==> src/rtl/mult_pkg.sv <==
// mult_pkg: shared widths, ALU function code and FSM state type for seq_multiplier
package mult_pkg;
    localparam int MULT_W = 32;
    localparam int MULT_ITERS = 32;
    localparam logic [2:0] ALU_F_ADD = 3'b010;
    typedef enum logic [1:0] {IDLE, RUN, DONE} mult_state_t;
endpackage

==> src/rtl/mult_ctrl.sv <==
// mult_ctrl: multiply sequencer (FSM, iteration counter, completed flag); ports: clk, rst, start_i -> load_o, run_o, last_o, completed_o
module mult_ctrl
    import mult_pkg::*;
(
    input  logic clk,
    input  logic rst,
    input  logic start_i,
    output logic load_o,
    output logic run_o,
    output logic last_o,
    output logic completed_o
);
    mult_state_t state_q, state_d;
    logic [5:0] cnt_q, cnt_d;
    logic completed_q;
    logic cnt_last;
    assign cnt_last = cnt_q == 6'(MULT_ITERS - 1);
    always_ff @(posedge clk or posedge rst) begin
        if (rst) begin
            state_q     <= IDLE;
            cnt_q       <= '0;
            completed_q <= 1'b0;
        end else begin
            state_q     <= state_d;
            cnt_q       <= cnt_d;
            completed_q <= state_d == DONE;
        end
    end
    always_comb begin
        state_d = state_q;
        cnt_d   = cnt_q;
        case (state_q)
            IDLE: begin
                state_d = start_i ? RUN : IDLE;
                cnt_d   = start_i ? '0 : cnt_q;
            end
            RUN: begin
                state_d = cnt_last ? DONE : RUN;
                cnt_d   = cnt_q + 6'd1;
            end
            DONE:    state_d = start_i ? DONE : IDLE;
            default: state_d = IDLE;
        endcase
    end
    always_comb begin
        load_o      = state_q == IDLE && start_i;
        run_o       = state_q == RUN;
        last_o      = state_q == RUN && cnt_last;
        completed_o = completed_q;
    end
endmodule

==> src/rtl/seq_multiplier.sv <==
// seq_multiplier: 32x32 shift-add multiplier using the shared external ALU for every add
// Ports: clk, rst (async, active high); SrcAE/SrcBE operands, MultE start/hold;
// ALUOut/ALU_zero from the ALU, ALU_A/ALU_B to the ALU; hi/lo product, completed flag.
// Define MULT_SIGNED_EN for two's complement operands (magnitude multiply, negate at the end).
module seq_multiplier
    import mult_pkg::*;
(
    input  logic              clk,
    input  logic              rst,
    input  logic [MULT_W-1:0] SrcAE,
    input  logic [MULT_W-1:0] SrcBE,
    input  logic              MultE,
    input  logic [MULT_W-1:0] ALUOut,
    input  logic              ALU_zero,
    output logic [MULT_W-1:0] ALU_A,
    output logic [MULT_W-1:0] ALU_B,
    output logic [MULT_W-1:0] hi,
    output logic [MULT_W-1:0] lo,
    output logic              completed
);
    logic [MULT_W-1:0] hi_q, hi_d, lo_q, lo_d, mcand_q, mcand_d, a_mag, b_mag;
    logic [2*MULT_W-1:0] shifted, prod;
    logic load, run, last, carry;
    logic unused_zero;
    assign unused_zero = ALU_zero;
    mult_ctrl u_ctrl (
        .clk         (clk),
        .rst         (rst),
        .start_i     (MultE),
        .load_o      (load),
        .run_o       (run),
        .last_o      (last),
        .completed_o (completed)
    );
    assign ALU_A = hi_q;
    assign ALU_B = (run && lo_q[0]) ? mcand_q : '0;
    // The ALU returns only 32 bits, so the carry-out is rebuilt from the operand and sum MSBs.
    assign carry = (ALU_A[31] & ALU_B[31]) | ((ALU_A[31] | ALU_B[31]) & ~ALUOut[31]);
    assign shifted = {carry, ALUOut, lo_q[MULT_W-1:1]};
`ifdef MULT_SIGNED_EN
    logic sign_q, sign_d;
    assign a_mag = SrcAE[31] ? -SrcAE : SrcAE;
    assign b_mag = SrcBE[31] ? -SrcBE : SrcBE;
    assign sign_d = load ? SrcAE[31] ^ SrcBE[31] : sign_q;
    assign prod = (last && sign_q) ? ~shifted + 64'd1 : shifted;
    always_ff @(posedge clk or posedge rst) begin
        if (rst) sign_q <= 1'b0;
        else     sign_q <= sign_d;
    end
`else
    assign a_mag = SrcAE;
    assign b_mag = SrcBE;
    assign prod = shifted;
    logic unused_last;
    assign unused_last = last;
`endif
    always_comb begin
        hi_d    = load ? '0 : run ? prod[2*MULT_W-1:MULT_W] : hi_q;
        lo_d    = load ? b_mag : run ? prod[MULT_W-1:0] : lo_q;
        mcand_d = load ? a_mag : mcand_q;
    end
    always_ff @(posedge clk or posedge rst) begin
        if (rst) begin
            hi_q    <= '0;
            lo_q    <= '0;
            mcand_q <= '0;
        end else begin
            hi_q    <= hi_d;
            lo_q    <= lo_d;
            mcand_q <= mcand_d;
        end
    end
    assign hi = hi_q;
    assign lo = lo_q;
endmodule

==> config.mk <==
export PLATFORM = sky130hd
export DESIGN_NAME = seq_multiplier
export DESIGN_NICKNAME = d
export VERILOG_FILES = /design/src/rtl/mult_pkg.sv /design/src/rtl/mult_ctrl.sv /design/src/rtl/seq_multiplier.sv
export SDC_FILE = /design/constraint.sdc
export NUM_CORES = 1
export LEC_CHECK = 0
export ABC_CLOCK_PERIOD_IN_PS = 3350
export BUFFER_PORTS_ARGS = -buffer_cell sky130_fd_sc_hd__buf_2
export CAP_MARGIN = 20
export CORE_ASPECT_RATIO = 1.5
export CORE_MARGIN = 2
export CORE_UTILIZATION = 42
export CTS_CLUSTER_SIZE = 24
export DETAILED_ROUTE_END_ITERATION = 10
export PLACE_DENSITY = 0.76
export RECOVER_POWER = 100
export SLEW_MARGIN = 10
export SYNTH_ARGS = -nofsm -noshare
export SYNTH_HDL_FRONTEND = slang
export SYNTH_SLANG_ARGS = --single-unit
==> constraint.sdc <==
create_clock -name clk -period 3.35 [get_ports clk]
set_clock_uncertainty 0.1 [all_clocks]
set_input_delay 0.67 -clock clk [delete_from_list [all_inputs] [get_ports clk]]
set_output_delay 0.67 -clock clk [all_outputs]
set_load 0.005 [all_outputs]
== Yosys cells after proc, flatten, opt, wreduce, memory -nomap -nowiden ==
Cells that the tools add are included.

* Bits in registers: 105
* Output and inout bits: 129
* Bits of input ports: 100
* Logic and storage cells: 34

* Bitwise operators: 5
* Equality and inequality tests: 5
* Multiplexer cells: 11
* Add/subtract/negate cells: 1
* Reductions and logical operators: 6

{| class="wikitable"
|+ Operator list
! kind !! count
|-
| $mux 32 || 5
|-
| $pmux 6 s2 || 1
|-
| $add 6x1->6 const B || 1
|-
| $eq 6x5->1 const B || 1
|-
| $mux 6 || 1
|-
| $pmux 2 s3 || 1
|-
| $eq 2x2->1 const B || 2
|-
| $mux 2 || 2
|-
| $reduce_bool 2->1 || 2
|-
| $and 1x1->1 || 2
|-
| $eq 2x1->1 const B || 1
|-
| $logic_and 1x1->1 || 2
|-
| $logic_not 2->1 || 1
|-
| $ne 2x2->1 const B || 1
|-
| $or 1x1->1 || 2
|-
| $reduce_and 2->1 || 1
|-
| $mux 1 || 1
|-
| $not 1->1 || 1
|}

== Longest topological paths before layout ==
* Depth in word-level cells: 8
* Mapped depth: 6
* Depth with buffers taken out: 4

== By module ==
From an unflattened synthesis, not the netlist that was laid out.

* Cells, all modules: 423
* Area, all modules: 4921.0 um2

{| class="wikitable"
|+ Modules (own cells, without submodules)
! module !! sequential area each (um2) !! cells an instance !! times used !! area an instance (um2)
|-
| seq_multiplier || 2402.3 || 383 || 1 || 4489.3
|-
| mult_ctrl || 225.2 || 40 || 1 || 431.7
|}

== Worst setup path after synthesis ==
No wires, ideal clock.

* Path kind: register to output
* Start point: reg u_ctrl.state_q[0]
* End point: out ALU_B[29]
* Path buffers: 2
* Required time: 2580 ps
* Slack: 1489 ps
* Cell stages (with the launch flop): 5
* Arrival time: 1091 ps
* Cell sequence: dfrtp_1 > nor2b_1 > buf_2 > clkbuf_1 > and3_1

* Cells in the longest elaborated chain, start to end: 3

{| class="wikitable"
|+ RTL lines
! what !! RTL line !! source
|-
| start: declaration || mult_ctrl.sv:13 || <nowiki>mult_state_t state_q, state_d;</nowiki>
|-
| start signal: assignment || mult_ctrl.sv:24 || <nowiki>state_q <= state_d;</nowiki>
|-
| $eq 2x1->1 || mult_ctrl.sv:47 || <nowiki>run_o = state_q == RUN;</nowiki>
|-
| $logic_and 1x1->1 || seq_multiplier.sv:36 || <nowiki>assign ALU_B = (run && lo_q[0]) ? mcand_q : '0;</nowiki>
|-
| $mux 32 || seq_multiplier.sv:36 ||
|-
| end: declaration || seq_multiplier.sv:16 || <nowiki>output logic [MULT_W-1:0] ALU_B,</nowiki>
|}

Every way passes these cells.

== Worst setup path after layout ==
* Start point: reg u_ctrl.state_q[1]
* End point: reg hi_q[23], in the netlist ALU_A[23]

* Cells in the longest elaborated chain, start to end: 3
* Elaborated cells on any way between the ends: 5
* Classes of those cells: eq/ne: 1; mux: 1; reduce/logical: 3

{| class="wikitable"
|+ RTL lines
! what !! RTL line !! source
|-
| $logic_not 2->1 || mult_ctrl.sv:46 || <nowiki>load_o = state_q == IDLE && start_i;</nowiki>
|-
| $logic_and 1x1->1 || mult_ctrl.sv:46 ||
|-
| $mux 32 / $reduce_bool 2->1 (equally long branches) || -- ||
|-
| end signal: assignment || seq_multiplier.sv:68 || <nowiki>hi_q <= hi_d;</nowiki>
|-
| end: declaration || seq_multiplier.sv:21 || <nowiki>logic [MULT_W-1:0] hi_q, hi_d, lo_q, lo_d, mcand_q, mcand_d, a_mag, b_mag;</nowiki>
|}

Parallel ways exist; a longest one is shown, timed or not.
A chain may end at the register's enable or synchronous reset.

==> impl_metrics.json <==
{
  "drt_wl_total_um": 11700,
  "cpMaxStageDelayCell": "clkbuf_1",
  "firstDrtPassIters": 4,
  "die_x_um": 91.4,
  "crit_type": "reg2reg",
  "grt_start_max_net_pins": 106,
  "cp.depth": 4,
  "max_freq_ghz": 0.356,
  "rsz0062_at_grt": "no",
  "relSlewSlack_pct": -53.6,
  "max-cap-violations": 1,
  "slew_viol_final": 106,
  "die_area_um2": 12300,
  "crit_fanout": 29,
  "via_per_inst": 5.21,
  "core_area_um2": 11100,
  "outcome": "finished, violations left",
  "crit_path_start": "u_ctrl.state_q[1]",
  "place.gp.congestion": 0.818,
  "critPathLaunchType": "register",
  "hpwl_um": 8250,
  "dpl_cell_area_um2": 5830,
  "multi_input_comb_area_um2": 1670,
  "grt_pass1_vias": 3894,
  "clock_sinks": 105,
  "grt_overflow": 0,
  "tns_ns": 0,
  "holdWs_ns": 0.375,
  "clockBufferDepth": 2,
  "drive_above_1_share_pct": 34.0,
  "worstSetupEndpointType": "register",
  "drt_iter0_markers": 146,
  "hp-start": "u_ctrl.cnt_q[4]",
  "core.rowCount": 47,
  "synth_area_per_cell_um2": 11.8,
  "period_share_pct": 83.8,
  "start_util_pct": 43.3,
  "cts_resized": 0,
  "cts_root_buf": "clkbuf_16",
  "hold_depth": 1,
  "die_h_um": 135,
  "finalSetupViolCount": 0,
  "p_leak_nw": 2.98,
  "diodes": 0,
  "crit_chain": "clkbuf_1 > o21bai_2 > buf_4 > a22o_1",
  "cp_num_buf_inv": 2,
  "h-tree-depth": 3,
  "io_pins": 229,
  "final_core_util_pct": 53.2,
  "vias": 3862,
  "antenna_found_initial": 0,
  "hold_path.class": "reg2reg",
  "wl_per_cell_um": 15.7,
  "irDropWorstVdd_uv": 333,
  "io_buffers": 227,
  "clock_latency_ns": 0.33,
  "slowest_delay_ns": 0.85,
  "synth-seq-cells": 105,
  "synth_cell_types": 29,
  "ys.warnings.count": 0,
  "violations": "capacitance limit, slew limit",
  "fin_nets": 690,
  "ff2ff_path_depth": 4,
  "finalHoldViolations": 0,
  "syn-cell-area_um2": 4810,
  "clkTransAtPathRegs_ns": 0.07,
  "syn_inst": 409,
  "power_density_nw_per_um2": 732,
  "fill_cells": 1060,
  "r2r_start": "u_ctrl.state_q[1]",
  "cp_top_family": "buffers and inverters",
  "antenna_left": 0,
  "drc": 0,
  "grtUsageTotal_pct": 19.1,
  "tightest_slew_ns": 2.30,
  "area.growth.synth_to_final_pct": 23.0,
  "numCtsBuffers": 9,
  "syn-num-nets": 510,
  "final-seq-area_um2": 2630,
  "finalCriticalPeriod_ns": 2.81,
  "cts_tree": "done",
  "final_area_um2": 5920,
  "cp_data_arrival_time_ns": 2.97,
  "synth_seq_area_share_pct": 54.6,
  "worstPathRequired_ns": 3.51,
  "cts_hold_buf": 0,
  "grt_pass1_wl_um": 19200,
  "cts_setup_buffers": 0
}
-- worst reg2reg max path, stage by stage, from the launching register on --
cell and delay, ns:
dfrtp_1 0.58, clkbuf_1 0.85, o21bai_2 0.53, buf_4 0.44
a22o_1 0.22
-- cell usage after synthesis (all sizes together) --
master,number,area [um2]
o2bb2ai,2,17.5
ha,1,12.5
mux2i,2,20.0
and2b,3,22.5
nor3b,2,15.0
nand3,2,10.0
dfrtp,105,2630
and3,32,200
inv,1,3.75
o21ai,37,185
mux2,32,458
a22oi,32,240
a21oi,13,65.1
nor2b,12,75.1
o41ai,1,8.76
buf,48,345
o311ai,1,8.76
nand2,26,97.6
o21bai,1,7.51
nand2b,1,6.26
a22o,33,289
clkbuf,19,71.3
or3b,1,8.76
nand4,2,12.5
-- cell families (layout without fill, tap and decap cells) --
kind of cell	count (synthesis)	count (layout)	synth area share [%]
adders and majority gates	1	1	0.260
DFF	105	105	54.6
AOI/OAI and AO/OA	120	120	17.1
buffers and inverters	68	253	8.74
and+or+nand+nor	81	81	9.32
muxes	34	34	9.94
-- sequential cells by signal, summed over array words and instances (netlist names) --
signal,flops
u_ctrl.cnt_q,6
mcand_q,32
lo,32
u_ctrl.state_q,2
u_ctrl.completed_o,1
ALU_A,32
-- metrics by stage --
step | instances | power [mW] | setup WS (ns)
final | 741 | 4.33 | 0.544
after global routing | 741 | 4.64 | 0.248
after CTS | 741 | 4.56 | 0.583
after detailed placement | 725 | 3.46 | 0.823
after global placement | 725 | 3.39 | 0.874
after floorplan | 409 | 2.87 | 1.32
-- cell type report --
cell class / instances / share of cell area, %
clock inverter: 5 / 1.04
multi-input combinational: 236 / 28.3
clock buffer: 11 / 4.10
timing repair buffer: 236 / 18.9
inverter: 1 / 0.127
sequential: 105 / 44.4
tap: 147 / 3.11
-- layout by cell type (no fill, tap or decap), types with 3 or more instances in the layout --
| master | synthesis | final |
|---|---|---|
| a21oi_1 | 13 | 13 |
| a22o_1 | 33 | 33 |
| a22oi_1 | 32 | 32 |
| and2b_1 | 3 | 3 |
| and3_1 | 32 | 32 |
| buf_1 | 6 | 3 |
| buf_2 | 6 | 171 |
| buf_4 | 32 | 4 |
| clkbuf_1 | 19 | 56 |
| clkbuf_16 | 0 | 9 |
| clkbuf_2 | 0 | 3 |
| dfrtp_1 | 105 | 105 |
| mux2_1 | 0 | 26 |
| mux2_2 | 6 | 6 |
| nand2_1 | 26 | 26 |
| nor2b_1 | 12 | 11 |
| o21ai_0 | 37 | 37 |
-- layer usage --
| metal | global-route usage (%) | vias up | share of wire [%] |
|---|---|---|---|
| li1 | - | 1807 | - |
| met1 | 24.4 | 1895 | 41 |
| met5 | 0 | - | 0 |
| met2 | 32.3 | 147 | 51 |
| met3 | 4.41 | 13 | 6.0 |
| met4 | 6.14 | 0 | 1.5 |
-- worst paths after layout --
check	end	slack, ns
max	ALU_A[23]	0.54
min	u_ctrl.cnt_q[4]	0.38
max reg2reg	ALU_A[23]	0.54
min reg2reg	u_ctrl.cnt_q[4]	0.38
max in group asynchronous	lo[0]	0.69
min in group asynchronous	ALU_A[23]	1.09
-- power by group --
| group | internal [mW] | switching [mW] |
|---|---|---|
| registers | 1.68 | 0.354 |
| logic | 0.650 | 0.582 |
| clock network | 0.606 | 0.460 |
| total | 2.93 | 1.40 |
No activity file was read; power rests on OpenSTA's default activity.
